<file path="src/rtl/spi_target_pkg.sv">
// Shared types and helpers for the sysclk-domain SPI target.
package spi_target_pkg;

    typedef enum logic [1:0] {
        StIdle,
        StLoad,
        StActive
    } state_e;

    // Flops per pin before the value is considered synchronised.
    localparam int unsigned SyncStages = 2;

    // The leading edge leaves the idle level; CPHA moves sampling to the trailing edge.
    function automatic logic is_sample_edge(input logic cpol, input logic cpha, input logic rise);
        return (rise ^ cpol) ^ cpha;
    endfunction

endpackage

</file>
<file path="src/rtl/spi_tx_fifo.sv">
// Synchronous TX FIFO; power-of-two depth, extra pointer bit distinguishes full from empty.
module spi_tx_fifo #(
    parameter int unsigned WIDTH    = 8,
    parameter int unsigned TX_DEPTH = 4
) (
    input  logic             sysclk,
    input  logic             sysreset,
    input  logic             push_i,
    input  logic [WIDTH-1:0] wdata_i,
    input  logic             pop_i,
    output logic [WIDTH-1:0] rdata_o,
    output logic             full_o,
    output logic             empty_o
);

    localparam int unsigned AW = $clog2(TX_DEPTH);

    logic [WIDTH-1:0] mem_q [TX_DEPTH];
    logic [AW:0]      wr_q, wr_d;
    logic [AW:0]      rd_q, rd_d;
    logic             do_push, do_pop;

    assign empty_o = (wr_q == rd_q);
    assign full_o  = (wr_q[AW] != rd_q[AW]) && (wr_q[AW-1:0] == rd_q[AW-1:0]);
    assign rdata_o = mem_q[rd_q[AW-1:0]];

    assign do_push = push_i && !full_o;
    assign do_pop  = pop_i && !empty_o;

    always_comb begin
        wr_d = wr_q;
        rd_d = rd_q;
        if (do_push) wr_d = wr_q + 1'b1;
        if (do_pop)  rd_d = rd_q + 1'b1;
    end

    always_ff @(posedge sysclk) begin
        if (sysreset) begin
            wr_q <= '0;
            rd_q <= '0;
        end else begin
            wr_q <= wr_d;
            rd_q <= rd_d;
        end
    end

    always_ff @(posedge sysclk) begin
        if (do_push) mem_q[wr_q[AW-1:0]] <= wdata_i;
    end

endmodule

</file>
<file path="src/rtl/spi_target_sync.sv">
// SPI target running entirely on sysclk: pins are synchronised and SCLK edges are detected.
module spi_target_sync
    import spi_target_pkg::*;
#(
    parameter int unsigned WIDTH     = 8,
    parameter int unsigned CPOL      = 0,
    parameter int unsigned CPHA      = 0,
    parameter int unsigned MSB_FIRST = 1,
    parameter int unsigned TX_DEPTH  = 4,
    parameter logic [31:0] IDLE_FILL = 32'hFF
) (
    input  logic             sysclk,
    input  logic             sysreset,
    input  logic             iSPIClk,
    input  logic             iSPIMOSI,
    input  logic             iSPICS,
    output logic             oSPIMISO,
    output logic             oSPIMISOEn,
    output logic             oRxValid,
    output logic [WIDTH-1:0] oRx,
    input  logic             iTxValid,
    input  logic [WIDTH-1:0] iTx,
    output logic             oTxReady,
    output logic             oTxUnderrun,
    output logic             oFrameAbort
);

    localparam int unsigned CntW    = $clog2(WIDTH + 1);
    localparam int unsigned SyncLen = SyncStages + 1;
    localparam logic        CpolL   = (CPOL != 0);
    localparam logic        CphaL   = (CPHA != 0);
    localparam logic        MsbL    = (MSB_FIRST != 0);
    localparam logic [WIDTH-1:0] IdleFillW = IDLE_FILL[WIDTH-1:0];

    function automatic logic first_bit(input logic [WIDTH-1:0] w);
        return MsbL ? w[WIDTH-1] : w[0];
    endfunction

    function automatic logic [WIDTH-1:0] shift_out(input logic [WIDTH-1:0] w);
        return MsbL ? (w << 1) : (w >> 1);
    endfunction

    logic [SyncLen-1:0]    sclk_q, cs_q;
    logic [SyncStages-1:0] mosi_q;
    logic sclk_sync, sclk_edge, mosi_sync, cs_fall, cs_rise;
    logic sample_ev, shift_ev;

    state_e            state_q, state_d;
    logic [WIDTH-1:0]  tx_q, tx_d;
    logic [WIDTH-1:0]  rx_q, rx_d, rx_next;
    logic [WIDTH-1:0]  rx_word_q, rx_word_d;
    logic [CntW-1:0]   bitcnt_q, bitcnt_d;
    logic              miso_q, miso_d;
    logic              rx_valid_q, rx_valid_d;
    logic              underrun_q, underrun_d;
    logic              abort_q, abort_d;
    logic              reload, fifo_pop, fifo_full, fifo_empty;
    logic [WIDTH-1:0]  fifo_rdata, load_word;

    // CS flops reset low so a CS already held low after reset never looks like a fresh fall.
    always_ff @(posedge sysclk) begin
        if (sysreset) begin
            sclk_q <= {SyncLen{CpolL}};
            cs_q   <= '0;
            mosi_q <= '0;
        end else begin
            sclk_q <= {sclk_q[SyncLen-2:0], iSPIClk};
            cs_q   <= {cs_q[SyncLen-2:0], iSPICS};
            mosi_q <= {mosi_q[SyncStages-2:0], iSPIMOSI};
        end
    end

    assign sclk_sync = sclk_q[SyncStages-1];
    assign sclk_edge = sclk_sync ^ sclk_q[SyncStages];
    assign mosi_sync = mosi_q[SyncStages-1];
    assign cs_fall   = !cs_q[SyncStages-1] && cs_q[SyncStages];
    assign cs_rise   = cs_q[SyncStages-1] && !cs_q[SyncStages];
    assign sample_ev = sclk_edge && is_sample_edge(CpolL, CphaL, sclk_sync);
    assign shift_ev  = sclk_edge && !is_sample_edge(CpolL, CphaL, sclk_sync);

    spi_tx_fifo #(
        .WIDTH    (WIDTH),
        .TX_DEPTH (TX_DEPTH)
    ) u_fifo (
        .sysclk   (sysclk),
        .sysreset (sysreset),
        .push_i   (iTxValid),
        .wdata_i  (iTx),
        .pop_i    (fifo_pop),
        .rdata_o  (fifo_rdata),
        .full_o   (fifo_full),
        .empty_o  (fifo_empty)
    );

    always_comb begin
        state_d    = state_q;
        tx_d       = tx_q;
        rx_d       = rx_q;
        rx_word_d  = rx_word_q;
        bitcnt_d   = bitcnt_q;
        miso_d     = miso_q;
        rx_valid_d = 1'b0;
        underrun_d = 1'b0;
        abort_d    = 1'b0;
        reload     = 1'b0;
        fifo_pop   = 1'b0;
        load_word  = fifo_empty ? IdleFillW : fifo_rdata;
        rx_next    = MsbL ? {rx_q[WIDTH-2:0], mosi_sync} : {mosi_sync, rx_q[WIDTH-1:1]};

        if (cs_rise) begin
            state_d  = StIdle;
            abort_d  = (bitcnt_q != '0);
            bitcnt_d = '0;
            rx_d     = '0;
            miso_d   = 1'b0;
        end else begin
            unique case (state_q)
                StIdle: begin
                    if (cs_fall) state_d = StLoad;
                end
                StLoad: begin
                    reload  = 1'b1;
                    state_d = StActive;
                end
                StActive: begin
                    if (sample_ev) begin
                        rx_d = rx_next;
                        if (bitcnt_q == CntW'(WIDTH - 1)) begin
                            bitcnt_d   = '0;
                            rx_word_d  = rx_next;
                            rx_valid_d = 1'b1;
                            reload     = 1'b1;
                        end else begin
                            bitcnt_d = bitcnt_q + CntW'(1);
                        end
                    // CPHA=0: the trailing edge after a word's last sample has nothing new to drive.
                    end else if (shift_ev && (CphaL || bitcnt_q != '0)) begin
                        miso_d = first_bit(tx_q);
                        tx_d   = shift_out(tx_q);
                    end
                end
                default: state_d = StIdle;
            endcase

            if (reload) begin
                fifo_pop   = 1'b1;
                underrun_d = fifo_empty;
                if (CphaL) begin
                    tx_d = load_word;
                end else begin
                    miso_d = first_bit(load_word);
                    tx_d   = shift_out(load_word);
                end
            end
        end
    end

    always_ff @(posedge sysclk) begin
        if (sysreset) begin
            state_q    <= StIdle;
            tx_q       <= '0;
            rx_q       <= '0;
            rx_word_q  <= '0;
            bitcnt_q   <= '0;
            miso_q     <= 1'b0;
            rx_valid_q <= 1'b0;
            underrun_q <= 1'b0;
            abort_q    <= 1'b0;
        end else begin
            state_q    <= state_d;
            tx_q       <= tx_d;
            rx_q       <= rx_d;
            rx_word_q  <= rx_word_d;
            bitcnt_q   <= bitcnt_d;
            miso_q     <= miso_d;
            rx_valid_q <= rx_valid_d;
            underrun_q <= underrun_d;
            abort_q    <= abort_d;
        end
    end

    assign oSPIMISO    = miso_q;
    assign oSPIMISOEn  = (state_q != StIdle);
    assign oRxValid    = rx_valid_q;
    assign oRx         = rx_word_q;
    assign oTxReady    = !fifo_full;
    assign oTxUnderrun = underrun_q;
    assign oFrameAbort = abort_q;

endmodule

</file>
<file path="config.mk">
export PLATFORM = sky130hd
export DESIGN_NAME = spi_target_sync
export DESIGN_NICKNAME = d
export VERILOG_FILES = /design/src/rtl/spi_target_pkg.sv /design/src/rtl/spi_tx_fifo.sv /design/src/rtl/spi_target_sync.sv
export SDC_FILE = /design/constraint.sdc
export NUM_CORES = 1
export LEC_CHECK = 0
export ABC_AREA = 1
export BUFFER_PORTS_ARGS = -buffer_cell sky130_fd_sc_hd__buf_2
export CORE_UTILIZATION = 38
export DETAILED_ROUTE_END_ITERATION = 12
export PLACE_DENSITY = 0.56
export SYNTH_ARGS = -nofsm -noshare
export SYNTH_HDL_FRONTEND = slang
export SYNTH_SLANG_ARGS = --single-unit
</file>
<file path="constraint.sdc">
create_clock -name sysclk -period 3.7 [get_ports sysclk]
set_input_delay 0.185 -clock sysclk [delete_from_list [all_inputs] [get_ports sysclk]]
set_output_delay 0.185 -clock sysclk [all_outputs]
set_load 0.005 [all_outputs]
</file>
# Word-level counts from Yosys, hierarchy flattened
# Memory sizes are Yosys's and may differ from the RTL's. A register that Yosys moved wholly into a read port is not among the register bits.
# Cells that the tools add are included.
# totals
register_bits,47
mem_bits_rw,32
in_bits,14
n_memories,1
# memory_table
memory,words,word_bits,rd,rd_clocked_by_memory_dff,write_ports,line,text
u_fifo.mem_q,4,8,1,1,1,spi_tx_fifo.sv:18,logic [WIDTH-1:0] mem_q [TX_DEPTH];
# classes
addsub,3
eq_ne,8
muxes,22
bitwise,4
reduce_logical,27
# op_table
op,n
$mux W8,5
$mux W1,11
$logic_and A1 B1 Y1,8
$reduce_and A4 Y1,2
$add A3 B1 Y3 const B,2
$mux W2,3
$pmux W2 S3,1
$reduce_bool A2 Y1,3
$reduce_or A3 Y1,2
$logic_not A1 Y1,5
$add A4 B1 Y4 const B,1
$eq A4 B3 Y1 const B,1
$mux W4,1
$reduce_and A2 Y1,2
$reduce_bool A4 Y1,1
$reduce_or A2 Y1,2
$eq A3 B3 Y1,1
$not A1 Y1,3
$reduce_and A3 Y1,1
$eq A2 B1 Y1 const B,1
$eq A2 B2 Y1,1
$eq A2 B2 Y1 const B,1
$logic_not A2 Y1,1
$ne A2 B1 Y1 const B,1
other kinds (4),4

# Logic depth before layout (Yosys ltp)
# Gate-level depths: netlist of the first run.
# depth
word_depth,10
depth_mapped,13
ltp_nobuf,12

# By module
# A second synthesis of the first run with hierarchy kept.
# unflattened
cells_unflattened,383
hier_area_um2,3468.3
# modules_own_cells
module,n_inst,cells_each,area_each_um2,seq_area_each_um2
spi_target_sync,1,232,1775.5,800.8
spi_tx_fifo,1,151,1692.9,1121.1

# Worst setup path after synthesis of the first run
# OpenSTA, ideal clock, no wires.
# synth_path
kind,register -> register
start,register u_fifo.wr_q[0]
end,"memory u_fifo.mem_q[0][0], enable pin"
setup_ns,0.371
arrival_ns,1.265
required_ns,3.329
slack_ns,2.065
path_stages_with_launch,7
n_path_buf,0
synth_period_minus_slack_ns,1.635
cell_sequence,dfxtp_1 -> inv_1 -> nand2_1 -> nand2_1 -> nand4_1 -> nand2_1 -> nor2_1
# synth_via
elab_chain_cells,6
# synth_lines
element,line,text
"start, declared",spi_tx_fifo.sv:19,"logic [AW:0] wr_q, wr_d;"
"start signal, assigned",spi_tx_fifo.sv:42,wr_q <= wr_d;
$eq A2 B2 Y1,spi_tx_fifo.sv:24,assign full_o = (wr_q[AW] != rd_q[AW]) && (wr_q[AW-1:0] == rd_q[AW-1:0]);
$logic_and A1 B1 Y1,spi_tx_fifo.sv:24,
$logic_not A1 Y1,--,
net oTxReady,spi_target_sync.sv:23,"output logic oTxReady,"
$logic_and A1 B1 Y1,spi_tx_fifo.sv:27,assign do_push = push_i && !full_o;
$mux W1,spi_tx_fifo.sv:48,if (do_push) mem_q[wr_q[AW-1:0]] <= wdata_i;
$mux W1 (implied by the code),spi_tx_fifo.sv:48,
"end, declared",spi_tx_fifo.sv:18,
# The timed path passes the listed nets, and every way through them passes these cells.

# Worst setup path after layout of the first run
# layout_path
start,register state_q[0]
end,register rx_word_q[2] (netlist: oRx[2])
# layout_via
elab_chain_cells,2
# layout_lines
element,line,text
"start, declared",spi_target_sync.sv:48,"state_e state_q, state_d;"
"start signal, assigned",spi_target_sync.sv:160,state_q <= StIdle;
"start signal, assigned",spi_target_sync.sv:170,state_q <= state_d;
$eq A2 B2 Y1,spi_target_sync.sv:117,unique case (state_q)
$reduce_and A4 Y1 (no line),--,
"end signal, assigned",spi_target_sync.sv:173,rx_word_q <= rx_word_d;
"end, declared",spi_target_sync.sv:51,"logic [WIDTH-1:0] rx_word_q, rx_word_d;"
# No other way between the ends.
# A chain may end at the register's enable or synchronous reset.

==> impl_metrics.ini, run 1 <==
[timing]
worst_slew_pin_slew_ps = 768
min_period_ps = 2010
rsz0062_at_grt = no
fin_crit_sh_pct = 54.3
setup_viol = 0
slew_violations = 0
fmax_mhz = 498
maxSlewHeadroom_pct = 48.6
tns_ps = 0
fin_ws_ps = 1690
fin_skew_ps = 12.9
hold_viol_final = 0

[synthesis]
yosys.area_share.adder_pct = 3.76
yosys_warnings = 0
ys_seq_elements = 80
syn_avg_cell_area_sq_um = 8.71
synthXorXnorAreaFrac_pct = 0.527
ys_seq_area_share_pct = 57.8
yosysUniqueCellTypes = 25
synth_mux_area_share_pct = 0
synth_fp_nets = 406
synth_top_family_by_area = simple AND/OR/NAND/NOR gates
synthSimpleGateAreaFrac_pct = 26.0
synth-compound-area-share_pct = 5.49
syn_inst = 382
synth_area_sq_um = 3330

[die]
dieArea_sq_um = 9130
die_h_um = 95.6
coreArea_sq_um = 8340
io_pins = 28
die_w_um = 95.6
start_util_pct = 39.9
num_rows = 33

[global_routing]
grt_first_pass_wirelength_um = 11000
grt_pass1_vias = 2248
grt_antenna_before_repair = 0
grt_start_max_net_pins = 20
grt-ovfl-total = 0
grt_usage_pct = 16.1

[route]
drtPass1Iterations = 4
routed_wl_um = 6430
num_vias = 2364
drc_errors = 0
antenna_left = 0
wl_per_cell_um = 12.4
dr.first_iter.drc_count = 103
vias_per_cell = 4.55

[critical_path]
slowest_delay_ps = 370
worstPathRequired_ps = 3950
worstPathCellList = inv_1 > ha_1 > nand2_1 > nor2_2 > nand2_4 > nor2_4 > clkinv_1 > nor2_1 > nor2_1
critPathCaptureType = flip-flop
worstSetupStartpointType = flip-flop
cp_common_cell = nor2_1
worstRegToRegCells = 9
critPathKind = flip-flop to flip-flop
crit_fanout = 11
critPathSlowestCell = nor2_2
crit_arrival_ps = 2260

[hold_path]
holdPathStages = 3
hold_path_class = input pin to flip-flop

[finish]
drive_above_1_share_pct = 13.8
area_growth_pct = 12.8
antenna_cells = 0
nNetsFinal = 433
fin_util_pct = 45.0
nFillCells = 845

[pwr]
power_density_nw_per_um2 = 506
vdd_ir_drop_max_mv = 0.229
p_leak_nw = 1.71

[clock_network]
cts_buffers = 9
cts_buffer_depth = 2
htreeDepth = 3
cts_resized = 0
cts.clk_slew.worst_paths_ps = 90
ctsHoldBuffers = 0
insertion_delay_ps = 350
clock_sinks = 80
root_buffer = clkbuf_8
cts_tree = done
postCtsSetupBuffers = 0

[job]
cap_viol_max_count = 0

[place]
dp_hpwl_um = 4430
finalWeightedCongestion = 0.723
pre_cts_slack_ps = 1700
portBuffers = 27

[run_status]
status = finished, final reports clean
## sequential cells by signal, indices dropped and copies added (netlist names), named ones only
signal        count
oFrameAbort       1
mosi_q            2
rx_q              7
tx_q              7
cs_q              3
sclk_q            3
state_q           2
oRx               8
oRxValid          1
bitcnt_q          4
u_fifo.mem_q     32
oSPIMISO          1
u_fifo.wr_q       3
oTxUnderrun       1
u_fifo.rd_q       3
## layout make-up
cell class	count	area, sq um	area share (%)
Sequential cell	80	1920	51.2
Multi-Input combinational cell	251	1190	31.8
Inverter	40	150	4.00
Clock buffer	10	149	3.97
Timing Repair Buffer	27	135	3.60
Tap cell	105	131	3.50
Clock inverter	6	72.6	1.93
## Yosys cell counts
cell type | number | share of area, %
a211oi_1 | 1 | 0.23
a21oi_1 | 12 | 1.8
and3_1 | 1 | 0.19
buf_2 | 5 | 0.75
buf_4 | 2 | 0.45
buf_6 | 1 | 0.34
clkbuf_1 | 3 | 0.34
clkinv_1 | 1 | 0.11
dfxtp_1 | 48 | 29
edfxtp_1 | 32 | 29
ha_1 | 10 | 3.8
inv_1 | 39 | 4.4
nand2_1 | 95 | 11
nand2_2 | 6 | 1.1
nand2_4 | 3 | 1.0
nand3_1 | 23 | 3.5
nand3_2 | 1 | 0.30
nand4_1 | 2 | 0.38
nor2_1 | 65 | 7.3
nor2_2 | 2 | 0.38
nor2_4 | 2 | 0.68
nor3_1 | 3 | 0.45
o21ai_0 | 23 | 3.5
xnor2_1 | 1 | 0.26
xor2_1 | 1 | 0.26
## report_power, final
| part | total, W | internal, W | switching (W) | leakage [nW] |
|---|---|---|---|---|
| clock network | 0.000700 | 0.000360 | 0.000340 | 0.109 |
| logic | 0.000212 | 0.0000719 | 0.000140 | 0.920 |
| registers | 0.000985 | 0.000960 | 0.0000248 | 0.683 |
| total | 0.00190 | 0.00139 | 0.000505 | 1.71 |
## critical path: cells and delay by family, from the launching register on
| family | cells | cell delay, ps |
|---|---|---|
| flip-flops | 1 | 330 |
| AND/OR/NAND/NOR | 6 | 1010 |
| buffers and inverters | 2 | 350 |
| adder cells (fa/ha/maj) | 1 | 220 |
## kinds of logic after synthesis
| family | count (synthesis) |
|---|---|
| buffers and inverters | 51 |
| adders and majority gates | 10 |
| xor gates and xnor gates | 2 |
| and+or+nand+nor | 203 |
| AOI/OAI and AO/OA | 36 |
| DFF | 80 |
## placed cells by master, fill, tap and decap left out, drive strengths merged
cell type	synthesis	layout
nand2	104	104
nor2	69	69
dfxtp	48	48
inv	39	41
edfxtp	32	32
buf	8	27
nand3	24	24
o21ai	23	23
a21oi	12	12
ha	10	10
clkbuf	3	10
nor3	3	3
clkinv	1	3
nand4	2	2
xnor2	1	1
a211oi	1	1
and3	1	1
xor2	1	1
bufinv	0	1
clkinvlp	0	1
## path summary, 6_finish.rpt
check        startpoint  slack [ps]   endpoint
max          state_q[0]        1690     oRx[2]
min reg2reg   mosi_q[0]         400  mosi_q[1]
min             iSPIClk          40  sclk_q[0]
max reg2reg  state_q[0]        1690     oRx[2]
## routing by layer
metal  up-vias  wire length (um)  part of all wire, %  track usage [%]
met1      1061              3370                   52             22.7
met3         6               206                  3.2             3.59
met5         -                 0                    0                0
li1       1267                 -                    -                -
met4         0                73                  1.1             6.34
met2        30              2770                   43             24.0
## metrics by stage
stage	hold slack [ps]	total power [W]	area [sq um]	instances
6_report	36.5	0.00190	3750	519
5_1_grt	23.2	0.00200	3750	519
4_1_cts	22.3	0.00192	3750	519
3_5_place_dp	390	0.00122	3530	503
3_3_place_gp	385	0.00122	3530	503
2_1_floorplan	254	0.00116	3330	382
(Power assumes the default switching activity.)
==> inputs of run 2 (changes only) <==
PLACE_DENSITY = 0.58   (was 0.56)
clock period = 1.73 ns   (was 3.7 ns; I/O delays follow)
==> impl_metrics.ini, run 2 (synthesized netlist as in run 1, its figures left out) <==
[route]
vias_per_cell = 4.57
dr.first_iter.drc_count = 98
drc_errors = 0
num_vias = 2473
antenna_left = 0
drtPass1Iterations = 4
wl_per_cell_um = 11.5
routed_wl_um = 6220

[place]
portBuffers = 27
dp_hpwl_um = 4150
finalWeightedCongestion = 0.790
dp_cells = 513

[die]
coreArea_sq_um = 8340
die_w_um = 95.6
die_h_um = 95.6
io_pins = 28
num_rows = 33
start_util_pct = 39.9
dieArea_sq_um = 9130

[critical_path]
critPathKind = flip-flop to flip-flop
worstPathRequired_ps = 2000
worstRegToRegCells = 12
reg2reg_from = state_q[0]
critPathCaptureType = flip-flop
crit_fanout = 13
r2r_slack_ps = 170
reg2reg_to = tx_q[6]
worstSetupStartpointType = flip-flop
crit_arrival_ps = 1840

[timing]
fin_crit_sh_pct = 90.4
worst_slew_pin_slew_ps = 570
slew_violations = 0
fin_skew_ps = 9.61
setup_viol = 0
fmax_mhz = 640
whs_ps = 26.8
min_period_ps = 1560
maxSlewHeadroom_pct = 61.9
tns_ps = 0
hold_viol_final = 0

[global_routing]
grt_antenna_before_repair = 0
grt-ovfl-total = 0
grt_start_max_net_pins = 20
grt_first_pass_wirelength_um = 10400
grt_pass1_vias = 2275
grt_usage_pct = 15.1

[run_status]
status = finished, final reports clean

[finish]
largest_reg_flops = 32
nFillCells = 777
antenna_cells = 0
fin_util_pct = 47.8
final_cell_mix = nand2_1, nor2_1, dfxtp_1
final_cells = 541
nNetsFinal = 455
final_common_cell = nand2_1
multi_input_area_sq_um = 1220
drive_above_1_share_pct = 17.0
area_growth_pct = 19.9
register_area_sq_um = 1920

[pwr]
power_density_nw_per_um2 = 1040
vdd_ir_drop_max_mv = 0.533
total_power_w = 0.00413
p_leak_nw = 1.79

[clock_network]
insertion_delay_ps = 340
cts_buffer_depth = 2
clock_sinks = 80
root_buffer = clkbuf_8
cts.clk_slew.worst_paths_ps = 80
cts_buffers = 9
htreeDepth = 3
cts_tree = done

[hold_path]
min_to = u_fifo.wr_q[2]
min_from = iTxValid
hold_path_class = input pin to flip-flop
holdPathStages = 3

[job]
cap_viol_max_count = 0
-- run 2: cell count changes in the layout (fill, tap and decap cells not counted), moves of 2 or more --
cell / change
dlygate4sd3_1: +11
buf_4: +10
nor2_4: +2
inv_6: -2
dfxtp_1: -2
dfxtp_2: +2
clkinvlp_4: +2
-- run 2: cell type report --
| cell class | count | share of cell area (%) |
|---|---|---|
| clock inverter | 6 | 2.35 |
| tap | 105 | 3.29 |
| timing repair buffer | 49 | 8.31 |
| multi-input combinational | 251 | 30.6 |
| clock buffer | 10 | 3.20 |
| inverter | 40 | 3.95 |
| sequential | 80 | 48.2 |
-- run 2: power by group --
part,leakage (nW),internal (W),switching [W]
Combinational,1.00,0.000196,0.000334
Sequential,0.684,0.00205,0.0000442
Clock,0.107,0.000821,0.000686
Total,1.79,0.00307,0.00106
-- run 2: metal layers --
layer / GRT usage, % / part of all wire [%]
met4: 4.85 / 1.2
met2: 23.4 / 45
met5: 0 / 0
met1: 20.3 / 52
met3: 4.31 / 2.0
-- run 2: worst max-delay path, stage by stage (launching register included) --
cell     delay (ps)
dfxtp_2         330
inv_1            70
ha_2            210
nand2_2          70
nor2_4          120
nand2_4          80
nand2_4          90
nand2_8          90
nand2_2          90
nand2_4         110
nand2_2          70
nand2_1          40
nor2_1          110
-- run 2: stage by stage --
| step | worst slack, ps | instance area (sq um) |
|---|---|---|
| 3_3_place_gp | 115 | 3600 |
| 6_report | 167 | 3990 |
| 3_5_place_dp | 83.0 | 3600 |
| 2_1_floorplan | 94.6 | 3330 |
| 5_1_grt | -7.74 | 3990 |
| 4_1_cts | 52.8 | 3940 |
-- run 2: how the worst max path moves through the flow --
stage          slack (ps)                  to            from
2_1_floorplan          90  u_fifo.mem_q[0][0]  u_fifo.wr_q[0]
3_3_place_gp          120         bitcnt_q[3]         cs_q[1]
3_5_place_dp           80             tx_q[2]      state_q[0]
4_1_cts                50             tx_q[2]      state_q[0]
5_1_grt                -8         bitcnt_q[3]      state_q[0]
6_report              170             tx_q[6]      state_q[0]
-- run 2: timing repair --
action	CTS	global route
buffers inserted	0	1
hold endpoints to repair	35	0
hold buffers	11	0
setup endpoints to repair	0	26
resized for setup	0	12
